[src/rtl/proc_pkg.sv]
// Shared processor package: memory geometry defaults, arbiter FSM state
// encoding and a helper that maps a cycle's grant to the next owner state.
package proc_pkg;

   localparam int ADDR_W_DEF = 8;
   localparam int DATA_W_DEF = 8;

   // Grant vector bit positions
   localparam int PORT_CPU = 0;
   localparam int PORT_DBG = 1;

   typedef enum logic [1:0] {
      ST_IDLE       = 2'd0,
      ST_CPU_OWN    = 2'd1,
      ST_DBG_OWN    = 2'd2,
      ST_DBG_LOCKED = 2'd3
   } arb_state_t;

   // Owner recorded after a cycle whose grant is gnt (one-hot or zero).
   // A debug grant taken with lock asserted enters the locked state.
   function automatic arb_state_t next_owner(input logic [1:0] gnt, input logic lock);
      arb_state_t ns;
      ns = ST_IDLE;
      if (gnt[PORT_CPU])      ns = ST_CPU_OWN;
      else if (gnt[PORT_DBG]) ns = lock ? ST_DBG_LOCKED : ST_DBG_OWN;
      return ns;
   endfunction

endpackage

[src/rtl/arb_rr2.sv]
// Two-way alternating picker.
//   req     : requests, [0] = low port, [1] = high port
//   last_p0 : low port owned the previous access
//   lock    : high port holds priority
//   gnt     : one-hot grant (zero when no request)
// A lone requester always wins. Under contention the high port wins only
// if the low port went last or the high port holds the lock.
module arb_rr2 (
   input  logic [1:0] req,
   input  logic       last_p0,
   input  logic       lock,
   output logic [1:0] gnt
);

   logic hi_first;

   assign hi_first = last_p0 | lock;

   always_comb begin
      gnt = 2'b00;
      if (req == 2'b11) gnt = hi_first ? 2'b10 : 2'b01;
      else              gnt = req;
   end

endmodule

[src/rtl/mem_arbiter.sv]
// Arbiter between the processor port and the debug/loader port in front of
// a single-port synchronous memory.
//   clock, reset (async, active low)
//   cpu_req/we/addr/wdata -> cpu_gnt, cpu_stall, cpu_rvalid, cpu_rdata
//   dbg_req/we/addr/wdata, dbg_lock -> dbg_gnt, dbg_rvalid, dbg_rdata
//   mem_en/we/addr/wdata -> memory command, mem_rdata <- data one cycle later
// Grants are decided combinationally in the request cycle; a 1-bit tag
// follows each read so the return lands on the port that issued it.
module mem_arbiter
   import proc_pkg::*;
#(
   parameter int ADDR_W = ADDR_W_DEF,
   parameter int DATA_W = DATA_W_DEF
) (
   input  logic              clock,
   input  logic              reset,
   input  logic              cpu_req,
   input  logic              cpu_we,
   input  logic [ADDR_W-1:0] cpu_addr,
   input  logic [DATA_W-1:0] cpu_wdata,
   output logic              cpu_gnt,
   output logic              cpu_stall,
   output logic              cpu_rvalid,
   output logic [DATA_W-1:0] cpu_rdata,
   input  logic              dbg_req,
   input  logic              dbg_we,
   input  logic [ADDR_W-1:0] dbg_addr,
   input  logic [DATA_W-1:0] dbg_wdata,
   input  logic              dbg_lock,
   output logic              dbg_gnt,
   output logic              dbg_rvalid,
   output logic [DATA_W-1:0] dbg_rdata,
   output logic              mem_en,
   output logic              mem_we,
   output logic [ADDR_W-1:0] mem_addr,
   output logic [DATA_W-1:0] mem_wdata,
   input  logic [DATA_W-1:0] mem_rdata
);

   arb_state_t        state;
   logic              lock_hold;
   logic [1:0]        arb_gnt, gnt;
   logic [ADDR_W-1:0] addr_q;
   logic [DATA_W-1:0] wdata_q;
   logic              rd_vld, rd_tag;     // rd_tag: 1 = debug issued the read
   logic [DATA_W-1:0] cpu_rdata_q, dbg_rdata_q;

   // Locked only while the lock is still requested; a dropped lock falls
   // back to idle priority in the same cycle, so the cpu can win at once.
   assign lock_hold = (state == ST_DBG_LOCKED) && dbg_lock;

   arb_rr2 u_arb (
      .req     ({dbg_req, cpu_req}),
      .last_p0 (state == ST_CPU_OWN),
      .lock    (lock_hold),
      .gnt     (arb_gnt)
   );

   // No grants while reset is held, even with requests present.
   assign gnt     = arb_gnt & {2{reset}};
   assign cpu_gnt = gnt[PORT_CPU];
   assign dbg_gnt = gnt[PORT_DBG];
   assign mem_en  = |gnt;

   // Address/data hold their last driven value between grants.
   always_comb begin
      mem_we    = 1'b0;
      mem_addr  = addr_q;
      mem_wdata = wdata_q;
      if (gnt[PORT_CPU]) begin
         mem_we    = cpu_we;
         mem_addr  = cpu_addr;
         mem_wdata = cpu_wdata;
      end else if (gnt[PORT_DBG]) begin
         mem_we    = dbg_we;
         mem_addr  = dbg_addr;
         mem_wdata = dbg_wdata;
      end
   end

   assign cpu_rvalid = rd_vld & ~rd_tag;
   assign dbg_rvalid = rd_vld &  rd_tag;
   assign cpu_rdata  = cpu_rvalid ? mem_rdata : cpu_rdata_q;
   assign dbg_rdata  = dbg_rvalid ? mem_rdata : dbg_rdata_q;

   // Stall while waiting for a grant, and through the read-return cycle.
   assign cpu_stall  = reset & ((cpu_req & ~gnt[PORT_CPU]) | cpu_rvalid);

   always_ff @(posedge clock or negedge reset) begin
      if (!reset) begin
         state       <= ST_IDLE;
         addr_q      <= '0;
         wdata_q     <= '0;
         rd_vld      <= 1'b0;
         rd_tag      <= 1'b0;
         cpu_rdata_q <= '0;
         dbg_rdata_q <= '0;
      end else begin
         state <= lock_hold ? ST_DBG_LOCKED : next_owner(gnt, dbg_lock);
         if (mem_en) begin
            addr_q  <= mem_addr;
            wdata_q <= mem_wdata;
         end
         rd_vld <= mem_en & ~mem_we;
         rd_tag <= gnt[PORT_DBG];
         if (cpu_rvalid) cpu_rdata_q <= mem_rdata;
         if (dbg_rvalid) dbg_rdata_q <= mem_rdata;
      end
   end

endmodule

[config.mk]
export PLATFORM = sky130hd
export DESIGN_NAME = mem_arbiter
export DESIGN_NICKNAME = d
export VERILOG_FILES = /design/src/rtl/proc_pkg.sv /design/src/rtl/arb_rr2.sv /design/src/rtl/mem_arbiter.sv
export SDC_FILE = /design/constraint.sdc
export NUM_CORES = 1
export LEC_CHECK = 0
export CORE_MARGIN = 1.5
export CORE_UTILIZATION = 43
export DETAILED_ROUTE_END_ITERATION = 10
export PLACE_DENSITY = 0.85
export SYNTH_ARGS = -nofsm -noshare
export SYNTH_HDL_FRONTEND = slang
export SYNTH_SLANG_ARGS = --single-unit
[constraint.sdc]
create_clock -name clock -period 3.71 [get_ports clock]
set_input_delay 0.742 -clock clock [delete_from_list [all_inputs] [get_ports clock]]
set_output_delay 0.742 -clock clock [all_outputs]
set_load 0.03 [all_outputs]
# == Word level (Yosys, flattened, before mapping) ==
# Index checks and enable logic that the tools add are counted.
# totals
reg_bits,36
input_bits,47
word_cells,37
# op_classes
n_eq_ne,3
n_mux,14
bitwise_logic,11
n_reduce_logical,2
# ops
op,n
8-bit two-way mux,6
2-bit two-way mux,5
1-bit bitwise AND,5
"2-bit equality test, second input constant",2
1-bit two-way mux,3
1-bit inverter,3
2-bit bitwise AND,1
"2-bit by 1-bit equality test with 1-bit output, second input constant",1
1-bit OR,2
2-bit OR reduction,1
1-bit logical AND,1

# == Depth between registers and ports, before layout ==
# depth
word_depth,10
mapped_depth,4

# == Modules after synthesis ==
# From an unflattened synthesis, not the netlist that was laid out.
# unflattened
hier_cells,175
area_unflattened_um2,1871.8
# by_module_without_submodules
mod,n_inst,cells_per_inst,area_each_um2
mem_arbiter,1,171,1849.3
arb_rr2,1,4,22.5

# == Least setup slack after synthesis ==
# Ideal clock, no wire load.
# synth_timing
path_kind,input to output
startpoint,in dbg_lock
endpoint,out mem_wdata[0]
arrival_time_ns,1.906
path_slack_ns,1.062
path_stages,4
path_buffers,1
cell_sequence,nand2b_1 > a31oi_2 > buf_2 > a221o_1
# synth_rtl
item,line_no,text
start: declaration,mem_arbiter.sv:29,"input logic dbg_lock,"
1-bit logical AND,mem_arbiter.sv:50,assign lock_hold = (state == ST_DBG_LOCKED) && dbg_lock;
1-bit OR,arb_rr2.sv:17,assign hi_first = last_p0 | lock;
2-bit two-way mux (2 in series),arb_rr2.sv:21,if (req == 2'b11) gnt = hi_first ? 2'b10 : 2'b01;
2-bit bitwise AND,mem_arbiter.sv:60,assign gnt = arb_gnt & {2{reset}};
via cpu_gnt,mem_arbiter.sv:21,"output logic cpu_gnt,"
8-bit two-way mux,mem_arbiter.sv:70,if (gnt[PORT_CPU]) begin
end: declaration,mem_arbiter.sv:36,"output logic [DATA_W-1:0] mem_wdata,"
# The timed path passes the listed nets, and every way through them passes these cells.

# == Final worst setup path ==
# layout_timing
startpoint,in dbg_req
endpoint,out mem_en
# layout_between
elab_chain_len,4
# layout_rtl
item,line_no,text
start: declaration,mem_arbiter.sv:25,"input logic dbg_req,"
2-bit equality test,arb_rr2.sv:21,
2-bit two-way mux (*),arb_rr2.sv:21,
2-bit bitwise AND (*),mem_arbiter.sv:60,
2-bit OR reduction (*),mem_arbiter.sv:63,assign mem_en = |gnt;
end: declaration,mem_arbiter.sv:33,"output logic mem_en,"
# Mark *: on every way between the ends. The rest lies on a longest branch, timed or not.

==> flow_metrics.tcl <==
set metrics [dict create \
    ios 86 \
    hold_path.class "in2async" \
    clockRootBuffer "clkbuf_8" \
    irDropWorstVdd_v 0.000303 \
    r2r_slack_ns 2.23 \
    status "finished, final reports clean" \
    maxCapViolCount 0 \
    p_clk_share_pct 31.7 \
    p_int_w 0.00105 \
    hold_viol_final 0 \
    cts_tree "done" \
    htreeDepth 2 \
    ctsLongestPathBuffers 2 \
    cts_made_buffers 5 \
    insertion_delay_ns 0.28 \
    setup_viol 0 \
    fin_crit_sh_pct 88.9 \
    syn_nets 176 \
    grt_max_degree 38 \
    slew-limit-headroom_pct 61.8 \
    final_common_cell "clkdlybuf4s50_1" \
    synthSimpleGateAreaFrac_pct 8.53 \
    place.port_buffers 85 \
    drive_above_1_share_pct 26.1 \
    synthMuxAreaShare_pct 10.5 \
    layout_min_cycle_time_ns 3.30 \
    power_w 0.00148 \
    grt_first_pass_wirelength_um 6820 \
    switching_share_pct 29.2 \
    final_cell_mix "clkdlybuf4s50_1 (65), dfrtp_1 (36), a221o_1 (28), buf_4 (23)" \
    route.detailed.drc 0 \
    p_leak_nw 1.16 \
    fmax_mhz 303 \
    grt_pass1_vias 1463 \
    critPathMaxFanout 18 \
    cts.sinks 36 \
    drtPass1Iterations 4 \
    die_x_um 66.2 \
    antenna_left 0 \
    worstMarginPinSlew_ns 0.573 \
    power_frac_comb_pct 35.5 \
    syn_avg_cell_area_um2 13.3 \
    placed_cell_area_um2 2540 \
    cp.required_ns 2.97 \
    seq_area_um2 901 \
    die-area_um2 4380 \
    gp_congestion 0.710 \
    synth_cells 129 \
    post_cts_buffers 0 \
    fp-row-count 22 \
    clk_pin_slew_ns 0.07 \
    viasPerCell 5.59 \
    holdBufCountCts 0 \
    synth_fa_ha_area_share_pct 0 \
    wire_per_inst_um 15.8 \
    arrival_ns 2.56 \
    design_area_um2 2710 \
    synth_seq_cells 36 \
    synth.distinct_cells 24 \
    track_usage_pct 20.9 \
    synth_area_um2 1720 \
    synth_compound_area_share_pct 24.3 \
    power_frac_seq_pct 32.7 \
    antenna_found_initial 0 \
    yosys_warnings 0 \
    via_count 1488 \
    area_growth_pct 57.7 \
    grt_setup_unrepaired "false" \
    initial_utilization_pct 45.9 \
    fillers 288 \
    drt-initial-drc-count 45 \
    gr-total-overflow 0 \
    slew_violations 0 \
    finClkSkew_ns 0.00433 \
    tns_ns 0 \
    powerDensity_nw_per_um2 546 \
    core_area_um2 3740 \
    cp-start-kind "input port" \
    dp_hpwl_um 3060 \
    switchingPower_w 0.000432 \
    antennaDiodeCount 0 \
    multi_input_area_um2 748 \
    synth_top_family_by_area "compound AO/OA/AOI/OAI gates" \
    worst-setup-path-type "in2out" \
    nNetsFinal 264 \
    synthXorXnorAreaFrac_pct 0 \
    routed_wl_um 4210 \
    die_height_um 66.2 \
    endpoint_kind "primary output" \
    yosysSeqAreaShare_pct 52.5 \
]
-- power by group through the flow --
stage                     Sequential [W]  Clock [W]  Combinational, W
after global routing            0.000492   0.000498          0.000557
after floorplan                 0.000483          0          0.000313
after CTS                       0.000485   0.000477          0.000528
after detailed placement        0.000491          0          0.000526
final                           0.000484   0.000469          0.000525
after global placement          0.000486          0          0.000516
-- flip-flops by register name, indices dropped and copies added, names as in the netlist --
signal	flops
rd_tag	1
wdata_q	8
dbg_rdata_q	8
addr_q	8
state	2
rd_vld	1
cpu_rdata_q	8
-- worst paths after layout --
| kind | to | cells after the start | from |
|---|---|---|---|
| min in group clock | cpu_rdata_q[5] | 1 | cpu_rdata_q[5] |
| min reg2reg | cpu_rdata_q[5] | 1 | cpu_rdata_q[5] |
| min | cpu_rdata_q[7] | 1 | reset |
| max in group asynchronous | dbg_rdata_q[1] | 2 | reset |
| max | mem_en | 4 | dbg_req |
| max reg2reg | wdata_q[3] | 4 | state[1] |
-- metrics by stage --
| step | std cells | worst slack (ns) | hold slack (ns) | util (%) |
|---|---|---|---|---|
| global route | 266 | 0.262 | 0.404 | 72.3 |
| finish | 266 | 0.411 | 0.387 | 72.3 |
| floorplan | 129 | 1.06 | 0.446 | - |
| detailed placement | 258 | 0.147 | 0.486 | 68.0 |
| CTS | 266 | 0.117 | 0.384 | 72.2 |
| global placement | 258 | 0.234 | 0.478 | 68.0 |
-- cells by family (layout without fill, tap and decap cells) --
logic type | Yosys count | in the layout
and+or+nand+nor | 25 | 25
muxes | 16 | 16
buffers and inverters | 11 | 100
DFF | 36 | 36
AOI/OAI and AO/OA | 41 | 41
-- worst max-delay path, cell delays in order --
cell,delay (ns)
clkdlybuf4s50_1,0.55
o21ai_2,0.54
inv_1,0.10
clkdlybuf4s50_1,0.61
-- cell type report --
| type | count | area share (%) |
|---|---|---|
| sequential | 36 | 33.3 |
| multi-input combinational | 82 | 27.6 |
| clock inverter | 3 | 3.33 |
| clock buffer | 5 | 2.54 |
| tap | 48 | 2.22 |
| inverter | 3 | 0.416 |
| timing repair buffer | 89 | 30.6 |
-- layer usage --
layer | wire length [um] | GRT usage [%] | part of all wire, % | vias to the layer above
met1 | 1750 | 24.8 | 42 | 717
li1 | - | - | - | 688
met3 | 331 | 5.79 | 7.9 | 9
met2 | 2060 | 36.5 | 49 | 74
met5 | 0 | 0 | 0 | -
met4 | 64 | 6.89 | 1.5 | 0
-- what timing repair did --
action	in CTS	in global routing
hold endpoints to repair	0	0
setup endpoints to repair	0	1
resized for setup	0	1
-- synthesized netlist by cell type, drive strengths merged --
master	count	area, um^2
a22o	1	8.76
nor2	1	3.75
buf	7	56.3
nand2b	1	6.26
a221oi	1	8.76
o21ai	1	5.00
a221o	32	325
a311oi	1	26.3
clkbuf	1	3.75
nand2	4	17.5
dfrtp	36	901
a31o	1	8.76
and2	16	100
a41oi	1	8.76
inv	3	11.3
a31oi	1	12.5
nor2b	3	18.8
o22ai	1	6.26
mux2	16	180
a22oi	1	7.51
(Power assumes the default switching activity.)
